--- src/rtl/peripheral_interrupt_bank.sv ---
// peripheral_interrupt_bank
// NUM_BANKS pairs of PIR (flag) and PIE (enable) registers on the register file.
// Peripheral strobes latch into sticky flags. Software reads and writes both
// register sets. The block drives a PEIE-gated interrupt request, a PEIE-independent
// wake-up, and a registered lowest-index pending source.
// Optional feature: define PERIPH_INT_EDGE_DETECT_EN so that only rising edges of
// the strobes set flags. Without the macro, strobes act as levels.
module peripheral_interrupt_bank #(
  parameter int         NUM_BANKS     = 2,
  parameter logic [8:0] PIR_BASE_ADDR = 9'h00C,
  parameter logic [8:0] PIE_BASE_ADDR = 9'h08C,
  localparam int        SRC_W         = 8 * NUM_BANKS,
  localparam int        IDX_W         = (SRC_W > 1) ? $clog2(SRC_W) : 1
) (
  input  logic             clk,
  input  logic             rst,
  input  logic [8:0]       addr,
  input  logic             rd_en,
  input  logic             wr_en,
  input  logic [7:0]       data_in,
  output logic [7:0]       data_out,
  output logic             hit,
  input  logic [SRC_W-1:0] interrupt_strobes,
  input  logic             intcon_peie,
  output logic             peripheral_interrupt,
  output logic             wake_up,
  output logic             pending_valid,
  output logic [IDX_W-1:0] pending_index
);

  logic [NUM_BANKS-1:0][7:0] pir;
  logic [NUM_BANKS-1:0][7:0] pie;
  logic [NUM_BANKS-1:0][7:0] evt;
  logic [NUM_BANKS-1:0]      sel_pir;
  logic [NUM_BANKS-1:0]      sel_pie;
  logic [SRC_W-1:0]          pend_flat_p0;
  logic                      enc_valid_p0;
  logic [IDX_W-1:0]          enc_index_p0;

  // Lowest flat index wins, so scan from the top and let lower hits overwrite.
  function automatic logic [IDX_W-1:0] lowest_index(input logic [SRC_W-1:0] v);
    logic [IDX_W-1:0] idx;
    idx = '0;
    for (int i = SRC_W - 1; i >= 0; i--) begin
      if (v[i]) idx = IDX_W'(i);
    end
    return idx;
  endfunction

`ifdef PERIPH_INT_EDGE_DETECT_EN
  logic [SRC_W-1:0] strobes_q;

  // History of the strobes, used to turn a held level into a single event.
  always_ff @(posedge clk or posedge rst) begin
    if (rst) strobes_q <= '0;
    else     strobes_q <= interrupt_strobes;
  end

  assign evt = interrupt_strobes & ~strobes_q;
`else
  assign evt = interrupt_strobes;
`endif

  // Address decode: one select line per PIR and per PIE register.
  always_comb begin
    sel_pir = '0;
    sel_pie = '0;
    for (int k = 0; k < NUM_BANKS; k++) begin
      sel_pir[k] = (addr == (PIR_BASE_ADDR + 9'(k)));
      sel_pie[k] = (addr == (PIE_BASE_ADDR + 9'(k)));
    end
  end

  assign hit = (|sel_pir) | (|sel_pie);

  // Read mux. The bus idles at zero when the block is not being read.
  always_comb begin
    data_out = 8'h00;
    if (rd_en) begin
      for (int k = 0; k < NUM_BANKS; k++) begin
        if (sel_pir[k])      data_out = pir[k];
        else if (sel_pie[k]) data_out = pie[k];
      end
    end
  end

  // Flag and enable registers. A strobe ORs into a software write, so an event
  // that coincides with a software clear is never lost.
  always_ff @(posedge clk or posedge rst) begin
    if (rst) begin
      pir <= '0;
      pie <= '0;
    end else begin
      for (int k = 0; k < NUM_BANKS; k++) begin
        if (wr_en && sel_pir[k]) pir[k] <= data_in | evt[k];
        else                     pir[k] <= pir[k] | evt[k];
        if (wr_en && sel_pie[k]) pie[k] <= data_in;
      end
    end
  end

  // ---- stage p0: enabled pending flags and the priority encode ----
  assign pend_flat_p0         = pir & pie;
  assign wake_up              = |pend_flat_p0;
  assign peripheral_interrupt = wake_up & intcon_peie;
  assign enc_valid_p0         = |pend_flat_p0;
  assign enc_index_p0         = lowest_index(pend_flat_p0);

  // ---- stage p1: registered pending source for debug and vectoring ----
  // Registers the encoder result every cycle.
  always_ff @(posedge clk or posedge rst) begin
    if (rst) begin
      pending_valid <= 1'b0;
      pending_index <= '0;
    end else begin
      pending_valid <= enc_valid_p0;
      pending_index <= enc_index_p0;
    end
  end

endmodule

--- config.mk ---
export PLATFORM = sky130hd
export DESIGN_NAME = peripheral_interrupt_bank
export DESIGN_NICKNAME = d
export VERILOG_FILES = /design/src/rtl/peripheral_interrupt_bank.sv
export SDC_FILE = /design/constraint.sdc
export NUM_CORES = 1
export LEC_CHECK = 0
export ABC_AREA = 1
export ABC_CLOCK_PERIOD_IN_PS = 5410
export BUFFER_PORTS_ARGS = -buffer_cell sky130_fd_sc_hd__buf_2
export CAP_MARGIN = 20
export CORE_MARGIN = 2
export CORE_UTILIZATION = 25
export DETAILED_ROUTE_END_ITERATION = 8
export PLACE_DENSITY_LB_ADDON = 0.1
export SETUP_SLACK_MARGIN = 0.05
export SLEW_MARGIN = 20
export SYNTH_ARGS = -nofsm -noshare
export SYNTH_HDL_FRONTEND = slang
export SYNTH_SLANG_ARGS = --single-unit
--- constraint.sdc ---
create_clock -name clk -period 5.41 [get_ports clk]
set_input_delay 1.3525 -clock clk [delete_from_list [all_inputs] [get_ports clk]]
set_output_delay 1.3525 -clock clk [all_outputs]
set_load 0.02 [all_outputs]
==> metrics, run 1 <==
run status=complete, no violations; post-detailed-route DRC marker count=0; slowest CP cell=sky130_fd_sc_hd__nor4_1; Async SR Flop Fraction=1.00; launch point of the critical path=addr[8]; vias in the first global route=about 1800; Crit path arrival time=2970 ps; starting density of the core=0.257; Layout area overhead=22.2%; met2 routed WL=2730 microns; shortest period the worst path allows=approximately 4300 ps; Static Leakage=between 0.001 and 0.0015 uW; setup repair after global routing missed its margin=no; DR WL/cell=between 10 and 15 microns; chip width=93.2 microns; final core utilization=0.314; Bufs and invs on worst path=2; number of CTS-inserted buffers=5; cell family with the largest share of critical-path delay=simple AND/OR/NAND/NOR gates; Final Worst Setup Slack=~1100 ps; critical path start-end classification=primary input to output port; highest ir drop seen on vdd=about 0.000076 V; CTS Root Cell=sky130_fd_sc_hd__clkbuf_8; count of hold-fix buffers inserted at cts=0; share of layout cells above drive strength 1=0.283; Die Outline Area=between 0.008 and 0.009 sq mm; Largest stage delay, worst path=430 ps; Post-CTS Setup Bufs=0; cells after synthesis=about 240; Post-Syn Nets=about 280; Syn Area/Cell=8.15 sq um; Routed met3 length=~230 microns; # diodes=0; total gr overflow=0; startpoint of the most critical hold path=pir[10]; total track usage=0.146; detailed-placement wirelength estimate=about 4300 microns; critical path data required time=around 4100 ps; y dimension of the die=93.2 microns; buffers added on ports=53; beginning of the worst register-to-register path=pir[15]; Reg clk slew, reported paths=approximately 70 ps; total number of vias=1817; Final TNS setup=0 ps; Max Clock Freq=around 230 MHz; register bit total from synthesis=37; number of top-level pins=54; worst slack at placement=~1000 ps; maximum number of pins on one net before global-route repair=38; Max H-tree Level=2; Post-Syn Area=between 0.0015 and 0.002 sq mm; antenna violations before repair=0; sum of internal, switching and leakage power=537 uW; wl on met1=about 2800 microns; total count of max-transition violations in the final report=0; transition at the pin with the smallest max-transition slack=just under 500 ps; Final Hold Fails=0; uppermost metal layer occupied by signal nets=met4; Max-cap violations=0; min-delay worst type=flip-flop to flip-flop; CP startpoint kind=primary input; quantity of gates resized following cts=0; cell repeated most along the worst path=sky130_fd_sc_hd__buf_2; maximum clock path buffer count=2; clk sink count=37; maximum fanout along the worst path=8; drt via density=4.52; list of cells traversed by the critical path=buf_2, nor4_1, nand2_1, o211ai_1, o21ai_0, a21oi_1, buf_2; final worst clock skew=around 6.7 ps; predominant post-synthesis flop cell=sky130_fd_sc_hd__dfrtp_1; EDFF count, synth=0; post-layout net count=approximately 340; drt initial violations=between 90 and 100; Yosys warning count=0; fin crit share=0.799; routed wire length=between 5000 and 6000 microns; first-pass GRT wire length=roughly 9700 microns; Seq/Total Area, Yosys=0.466; placeable core area=~0.0077 sq mm; PwrDens=between 200 and 250 mW/mm^2; nature of the critical path endpoint=output port; Relative slew margins=0.673; ANT nets after route=0; later-pin clock latency in the skew report=slightly below 300 ps; # setup viols final=0; number of distinct library cells after synthesis=29; CTS tree=yes; Filler Cell Count=approximately 860; detailed-router iteration count before antenna repair=4; Placement Rows=32; global placer's final weighted congestion=about 0.75
[worst reg2reg max path: stages, from the launching register on]
cell	delay (ps)
sky130_fd_sc_hd__dfrtp_1	400
sky130_fd_sc_hd__nand2_1	140
sky130_fd_sc_hd__inv_1	60
sky130_fd_sc_hd__nand2_1	50
sky130_fd_sc_hd__nand2_1	50
sky130_fd_sc_hd__nand2_1	50
sky130_fd_sc_hd__nand2_1	50
sky130_fd_sc_hd__nand2_1	50
sky130_fd_sc_hd__nand2_1	50
sky130_fd_sc_hd__nand2_1	50
sky130_fd_sc_hd__nand2_1	40
sky130_fd_sc_hd__nand2_1	60
sky130_fd_sc_hd__nand2_1	50
sky130_fd_sc_hd__nand2_1	50
sky130_fd_sc_hd__nand2_1	40
sky130_fd_sc_hd__nand2_1	50
sky130_fd_sc_hd__a21oi_1	60
[cell families after synthesis]
kind of cell,after synthesis,share of synthesized area
and+or+nand+nor,105,0.235
DFF,37,0.466
AOI/OAI and AO/OA,66,0.183
buffers and inverters,29,0.0692
muxes,7,0.0472
[power breakdown]
part,total [uW],switching (uW),leakage (uW),internal (uW)
clock,199,98.0,0.0000443,101
sequential,284,3.02,0.000402,281
combinational,52.9,32.1,0.000754,20.8
[Yosys cell counts, types with 2 or more instances]
library cell | count | share of area
sky130_fd_sc_hd__dfrtp_1 | 37 | 0.47
sky130_fd_sc_hd__nand2_1 | 83 | 0.16
sky130_fd_sc_hd__nor2_4 | 3 | 0.017
sky130_fd_sc_hd__buf_6 | 3 | 0.017
sky130_fd_sc_hd__a21oi_2 | 2 | 0.0088
sky130_fd_sc_hd__a21boi_0 | 2 | 0.0075
sky130_fd_sc_hd__o21ai_0 | 24 | 0.060
sky130_fd_sc_hd__a31oi_1 | 4 | 0.013
sky130_fd_sc_hd__o211ai_1 | 4 | 0.015
sky130_fd_sc_hd__a21oi_1 | 25 | 0.063
sky130_fd_sc_hd__inv_1 | 20 | 0.038
sky130_fd_sc_hd__nor2_2 | 2 | 0.0063
sky130_fd_sc_hd__mux2_4 | 4 | 0.030
sky130_fd_sc_hd__nand2_2 | 3 | 0.0094
sky130_fd_sc_hd__inv_2 | 3 | 0.0057
sky130_fd_sc_hd__nor2_1 | 6 | 0.011
sky130_fd_sc_hd__mux2_2 | 3 | 0.017
sky130_fd_sc_hd__nand4_1 | 3 | 0.0094
sky130_fd_sc_hd__o21ai_1 | 3 | 0.0075
[registers in the layout, summed over array words and instances, names as in the netlist]
register       count
pie               16
pir               16
pending_index      4
pending_valid      1
[metal layers]
layer	GRT usage	vias to the layer above
met2	0.230	48
met1	0.209	845
met5	0	-
met3	0.0266	6
met4	0.0331	0
li1	-	918
[path summary, 6_finish.rpt]
| kind | to | slack, ps | depth (start not counted) |
|---|---|---|---|
| worst max-delay path | data_out[0] | 1090 | 7 |
| worst min-delay path | pir[10] | 510 | 2 |
| worst max register to register | pending_index[0] | 3960 | 16 |
| worst min register to register | pir[10] | 510 | 2 |
| max in group asynchronous | pending_index[3] | 3900 | 3 |
| min in group asynchronous | pending_valid | 1180 | 3 |
[cell type report]
cell class	count	area [sq um]	share of cell area
Clock buffer	7	86.3	0.0355
Inverter	24	92.6	0.0381
Multi-Input combinational cell	178	925	0.381
Sequential cell	37	926	0.381
Tap cell	102	128	0.0525
Timing Repair Buffer	54	273	0.112
[cells in the final DEF, fill, tap and decap left out, drive strengths merged]
cell type,synthesis,routed
o21ai,27,27
a31oi,4,4
nor3,1,1
o21a,1,1
nand2,86,86
inv,24,24
or3,1,1
nand4,3,3
buf,4,54
mux2,7,7
nor2,12,12
or2,1,1
o211ai,4,4
dfrtp,37,37
a21oi,27,27
clkbuf,1,7
nor4,1,1
a21boi,2,2
a31o,1,1
[per-stage QoR]
| stage | area [sq um] | instances | hold WS, ps |
|---|---|---|---|
| finish | 2430 | 402 | 514 |
| global route | 2430 | 402 | 549 |
| CTS | 2430 | 402 | 516 |
| detailed placement | 2340 | 395 | 493 |
| global placement | 2340 | 395 | 488 |
| floorplan | 1990 | 244 | 466 |
No activity file was read; power rests on OpenSTA's default activity.
==> run 2: changes to the inputs <==
ABC_AREA = 0   (was 1)
ABC_CLOCK_PERIOD_IN_PS = 4550   (was 5410)
clock period = 4.55 ns   (was 5.41 ns; I/O delays follow)
==> run 2 against run 1 <==
Critical path depth fell by 3. Synthesized area fell by 1.9%. First-iteration DRC count fell by 37%. Via count fell by 15%. Flip-flop and latch count did not move. Die area fell by 1.8%. Cell count fell by 20%.
==> metrics, run 2 <==
quantity of gates resized following cts=0; shortest period the worst path allows=3490 ps; cell type with the largest total area after synthesis=sky130_fd_sc_hd__dfrtp_1; post-route cell area=~0.0024 sq mm; highest ir drop seen on vdd=roughly 0.00011 V; maximum number of pins on one net before global-route repair=38; Async SR Flop Fraction=1.00; # placed instances=between 300 and 400; global placer's final weighted congestion=slightly above 0.7; fin crit share=0.767; portion of synthesized cell area occupied by the leading cell type=0.475; setup slack on the worst flop-to-flop path=~3100 ps; launch point of the critical path=addr[7]; chip width=between 90 and 100 microns; Relative slew margins=0.438; most common library cell in the layout ignoring fill and taps=sky130_fd_sc_hd__buf_2; Yosys warning count=0; register bit total from synthesis=37; PwrDens=about 280 mW/mm^2; drt initial violations=slightly below 60; number of top-level pins=54; multi-input combinational cell area=around 960 sq um; Crit path arrival time=between 2000 and 2500 ps; transition at the pin with the smallest max-transition slack=between 800 and 900 ps; Post-Syn Nets=roughly 200; final std cells w/o fill=322; predominant post-synthesis flop cell=sky130_fd_sc_hd__dfrtp_1; detailed-router iteration count before antenna repair=4; Layout area overhead=23.0%; # setup viols final=0; beginning of the worst register-to-register path=pir[13]; buffers added on ports=53; cells after synthesis=between 150 and 200; Syn Area/Cell=about 12 sq um; CTS Root Cell=sky130_fd_sc_hd__clkbuf_8; Static Leakage=approximately 0.0011 uW; synth cell count leaders=sky130_fd_sc_hd__dfrtp_1 (37), sky130_fd_sc_hd__nor2_1 (20), sky130_fd_sc_hd__a211o_1 (16), sky130_fd_sc_hd__mux2_2 (16); total track usage=0.135; total number of vias=between 1500 and 2000; Reg2Reg Capture Point=pending_valid; starting density of the core=0.255; total count of max-transition violations in the final report=0; post-detailed-route DRC marker count=0; number of distinct library cells after synthesis=33; CP startpoint kind=primary input; nature of the critical path endpoint=output port; Post-CTS Setup Bufs=0; clk sink count=37; detailed-placement wirelength estimate=between 3000 and 4000 microns; maximum clock path buffer count=2; placeable core area=0.00765 sq mm; most used standard cell by instance count after synthesis=sky130_fd_sc_hd__dfrtp_1; number of CTS-inserted buffers=5; final worst clock skew=8.10 ps; number of cell instances on the worst register-to-register path=4; maximum fanout along the worst path=12; later-pin clock latency in the skew report=about 290 ps; Seq. cell area=slightly above 900 sq um; count of hold-fix buffers inserted at cts=0; EDFF count, synth=0; critical path start-end classification=primary input to output port; run status=complete, no violations; y dimension of the die=just over 90 microns; Seq/Total Area, Yosys=0.475; vias in the first global route=1591; CTS tree=yes; Post-Syn Area=around 0.002 sq mm; setup repair after global routing missed its margin=no; post-layout net count=about 260; share of layout cells above drive strength 1=0.409; first-pass GRT wire length=between 8000 and 9000 microns; drt via density=about 4.8; Hold Worst Slack=around 550 ps; Max Clock Freq=~290 MHz; Final Hold Fails=0; Placement Rows=32; Filler Cell Count=807; antenna violations before repair=0; ANT nets after route=0; top flop regs=pie x16, pir x16, pending_index x4; Final TNS setup=0 ps; leading cell types in the layout, fill and taps excluded=sky130_fd_sc_hd__buf_2 (53), sky130_fd_sc_hd__dfrtp_1 (37), sky130_fd_sc_hd__nor2_1 (20); Placement Cell Area=0.00232 sq mm; largest cells by area after synthesis=sky130_fd_sc_hd__dfrtp_1 (47%), sky130_fd_sc_hd__mux2_2 (9.2%), sky130_fd_sc_hd__mux4_2 (9.2%); Max H-tree Level=2; Max-cap violations=0; min-delay worst type=flip-flop to flip-flop; routed wire length=5410 microns; Reg clk slew, reported paths=roughly 70 ps; # diodes=0; Die Outline Area=0.00852 sq mm; critical path data required time=around 3400 ps; total gr overflow=0; Critical Path End=data_out[5]; DR WL/cell=roughly 17 microns
[run 2: cell count changes after synthesis, moves of 4 or more]
cell	previous run	this run
sky130_fd_sc_hd__mux2_4	4	0
sky130_fd_sc_hd__a211o_1	0	16
sky130_fd_sc_hd__a22oi_1	0	5
sky130_fd_sc_hd__a21oi_1	25	2
sky130_fd_sc_hd__nand2_1	83	9
sky130_fd_sc_hd__inv_1	20	9
sky130_fd_sc_hd__nor2_1	6	20
sky130_fd_sc_hd__a22o_1	0	4
sky130_fd_sc_hd__o21ai_0	24	1
sky130_fd_sc_hd__o211ai_1	4	0
sky130_fd_sc_hd__mux4_2	0	8
sky130_fd_sc_hd__mux2_2	3	16
sky130_fd_sc_hd__and3_1	0	8
[run 2: layer usage]
metal / vias up / GRT usage / wire (microns)
li1: 735 / - / -
met1: 762 / 0.180 / 2590
met2: 37 / 0.223 / 2540
met3: 7 / 0.0269 / 200
met4: 0 / 0.0410 / 76
met5: - / 0 / 0
[run 2: kinds of logic after synthesis]
group	count (synthesis)	share of synthesized area
muxes	24	0.185
AOI/OAI and AO/OA	39	0.165
buffers and inverters	14	0.0346
DFF	37	0.475
and+or+nand+nor	49	0.141
[run 2: critical path, cell delays in order]
cell	delay, ps
sky130_fd_sc_hd__buf_2	300
sky130_fd_sc_hd__mux4_2	540
sky130_fd_sc_hd__and3_1	210
sky130_fd_sc_hd__buf_2	160
[run 2: through the flow]
| stage | setup WS (ps) | total power, uW | util |
|---|---|---|---|
| finish | 1060 | 680 | 0.314 |
| global route | 986 | 717 | 0.314 |
| global placement | 1050 | 463 | 0.303 |
| CTS | 1050 | 693 | 0.314 |
| floorplan | 1280 | 417 | - |
| detailed placement | 1050 | 462 | 0.303 |
[run 2: area by class of cell]
type                    instances  area share
repair buffers                 54       0.114
flip-flops and latches         37       0.386
multi-input cells             112       0.399
well taps                     102      0.0532
clock inverters                 2     0.00417
inverters                       9      0.0141
clock buffers                   6      0.0302
[run 2: worst min-delay path by stage]
stage	cells after the start	end	from	slack, ps
2_1_floorplan	1	pir[4]	pir[4]	500
3_3_place_gp	1	pie[13]	pie[13]	550
3_5_place_dp	1	pir[14]	pir[14]	540
4_1_cts	1	pir[14]	pir[14]	560
5_1_grt	1	pie[14]	pie[14]	590
6_report	1	pir[14]	pir[14]	550
[run 2: where the power goes]
part / switching [uW] / internal (uW)
logic: 60.7 / 44.9
clock network: 120 / 106
registers: 6.71 / 341
==> run 3: changes to the inputs <==
ABC_CLOCK_PERIOD_IN_PS = 3200   (was 4550)
clock period = 3.2 ns   (was 4.55 ns; I/O delays follow)
==> run 3 against run 2 <==
Die area stayed put. Count of clock-buffer cells in the layout is 1 higher. Largest cell class unchanged. Hold slack better by 0.62 ps. Critical path type unchanged. Largest power group unchanged. Clock power is 85% higher. Wire length is 1.1% lower.
==> metrics, run 3 (synthesis results as in run 2) <==
Die Outline Area=approximately 0.0085 sq mm; PwrDens=about 430 mW/mm^2; number of top-level pins=between 50 and 60; first-pass GRT wire length=between 8000 and 9000 microns; fraction of power spent switching nets=0.247; cell family with the largest share of critical-path delay=multiplexers; y dimension of the die=between 90 and 100 microns; quantity of gates resized following cts=0; Routed met3 length=235 microns; Placement Rows=32; drt via density=4.75; share of layout cells above drive strength 1=0.417; count of hold-fix buffers inserted at cts=0; Relative slew margins=0.678; routed wire length=approximately 5300 microns; leading cell types in the layout, fill and taps excluded=sky130_fd_sc_hd__buf_2 (53), sky130_fd_sc_hd__dfrtp_1 (37), sky130_fd_sc_hd__nor2_1 (20); list of cells traversed by the critical path=buf_2, mux4_2, and3_1, buf_2; run status=complete, no violations; Final Hold Fails=0; number of cell instances on the worst register-to-register path=4; maximum number of pins on one net before global-route repair=38; number of CTS-inserted buffers=5; shortest period the worst path allows=between 2000 and 3000 ps; part of the power in registers=0.463; total count of max-transition violations in the final report=0; fin crit share=0.872; CTS tree=yes; Crit path arrival time=1990 ps; post-layout net count=260; slowest CP cell=sky130_fd_sc_hd__mux4_2; part of the power in combinational logic=0.143; clk sink count=37; uppermost metal layer occupied by signal nets=met4; post-detailed-route DRC marker count=0; setup slack on the worst flop-to-flop path=around 1700 ps; Final TNS setup=0 ps; critical path start-end classification=primary input to output port; detailed-router iteration count before antenna repair=4; worst slack at placement=around 390 ps; starting density of the core=0.255; CTS Root Cell=sky130_fd_sc_hd__clkbuf_8; maximum clock path buffer count=2; sum of internal, switching and leakage power=1070 uW; later-pin clock latency in the skew report=between 200 and 300 ps; Static Leakage=around 0.0012 uW; chip width=approximately 90 microns; met2 routed WL=~2500 microns; clock network fraction of total power=0.394; vias in the first global route=1595; Final Worst Setup Slack=just over 400 ps; setup repair after global routing missed its margin=no; placeable core area=between 0.007 and 0.008 sq mm; ANT nets after route=0; Max-cap violations=0; total track usage=0.134; most common library cell in the layout ignoring fill and taps=sky130_fd_sc_hd__buf_2; final worst clock skew=between 8 and 9 ps; critical path data required time=between 2000 and 2500 ps; capture endpoint of the worst hold path=pir[14]; Hold Worst Slack=555 ps; Max H-tree Level=2; Reg2Reg Capture Point=pending_valid; Largest stage delay, worst path=roughly 540 ps; Layout area overhead=25.9%; Bufs and invs on worst path=2; total number of vias=roughly 1500; transition at the pin with the smallest max-transition slack=between 400 and 500 ps; drt initial violations=69; top flop regs=pie x16, pir x16, pending_index x4; wl on met1=~2500 microns; maximum fanout along the worst path=12; CP startpoint kind=primary input; depth of the worst hold-timing path=1; global placer's final weighted congestion=approximately 0.71; total gr overflow=0; post-route cell area=~0.0025 sq mm; cell repeated most along the worst path=sky130_fd_sc_hd__buf_2; highest ir drop seen on vdd=around 0.00017 V; startpoint of the most critical hold path=pir[14]; nature of the critical path endpoint=output port; antenna violations before repair=0; Post-CTS Setup Bufs=0; buffers added on ports=53; net switching power=~260 uW; total internal power=roughly 800 uW; DR WL/cell=16.4 microns; min-delay worst type=flip-flop to flip-flop; beginning of the worst register-to-register path=pir[13]; # setup viols final=0; Reg clk slew, reported paths=around 70 ps; # diodes=0; Max Clock Freq=roughly 360 MHz; detailed-placement wirelength estimate=roughly 4000 microns; Placement Cell Area=between 0.002 and 0.0025 sq mm
==> run 3: changes by cell type in the layout (fill, tap and decap cells not counted), sizes merged <==
cell    previous run  this run
clkinv             2         0
bufinv             0         1
clkbuf             6         7
buf               54        57
==> run 3: cell type report <==
type	count	area, sq um
Inverter	9	33.8
Tap cell	102	128
Multi-Input combinational cell	112	957
Sequential cell	37	926
Clock inverter	1	30.0
Timing Repair Buffer	57	295
Clock buffer	7	86.3
Fill cell	788	5190
==> run 3: routing by layer <==
metal  track usage  vias up
li1              -      746
met1         0.177      754
met2         0.223       40
met3        0.0285        5
met4        0.0336        0
met5             0        -
==> run 3: how the worst max path moves through the flow <==
stage / cells after the start / to / start
floorplan: 3 / data_out[2] / addr[0]
global placement: 4 / data_out[7] / addr[0]
detailed placement: 4 / data_out[7] / addr[0]
CTS: 4 / data_out[7] / addr[0]
global route: 5 / peripheral_interrupt / pir[14]
finish: 4 / data_out[7] / addr[0]
==> run 3: metrics by stage <==
step	cells	utilization
floorplan	163	-
global placement	317	0.306
detailed placement	317	0.306
CTS	325	0.321
global route	325	0.321
finish	325	0.321
==> run 3: power by group through the flow <==
stage / combinational [uW] / clock, uW / sequential (uW)
2_1_floorplan: 73.6 / 0 / 519
3_3_place_gp: 156 / 0 / 504
3_5_place_dp: 155 / 0 / 504
4_1_cts: 155 / 433 / 494
5_1_grt: 170 / 451 / 496
6_report: 152 / 421 / 495
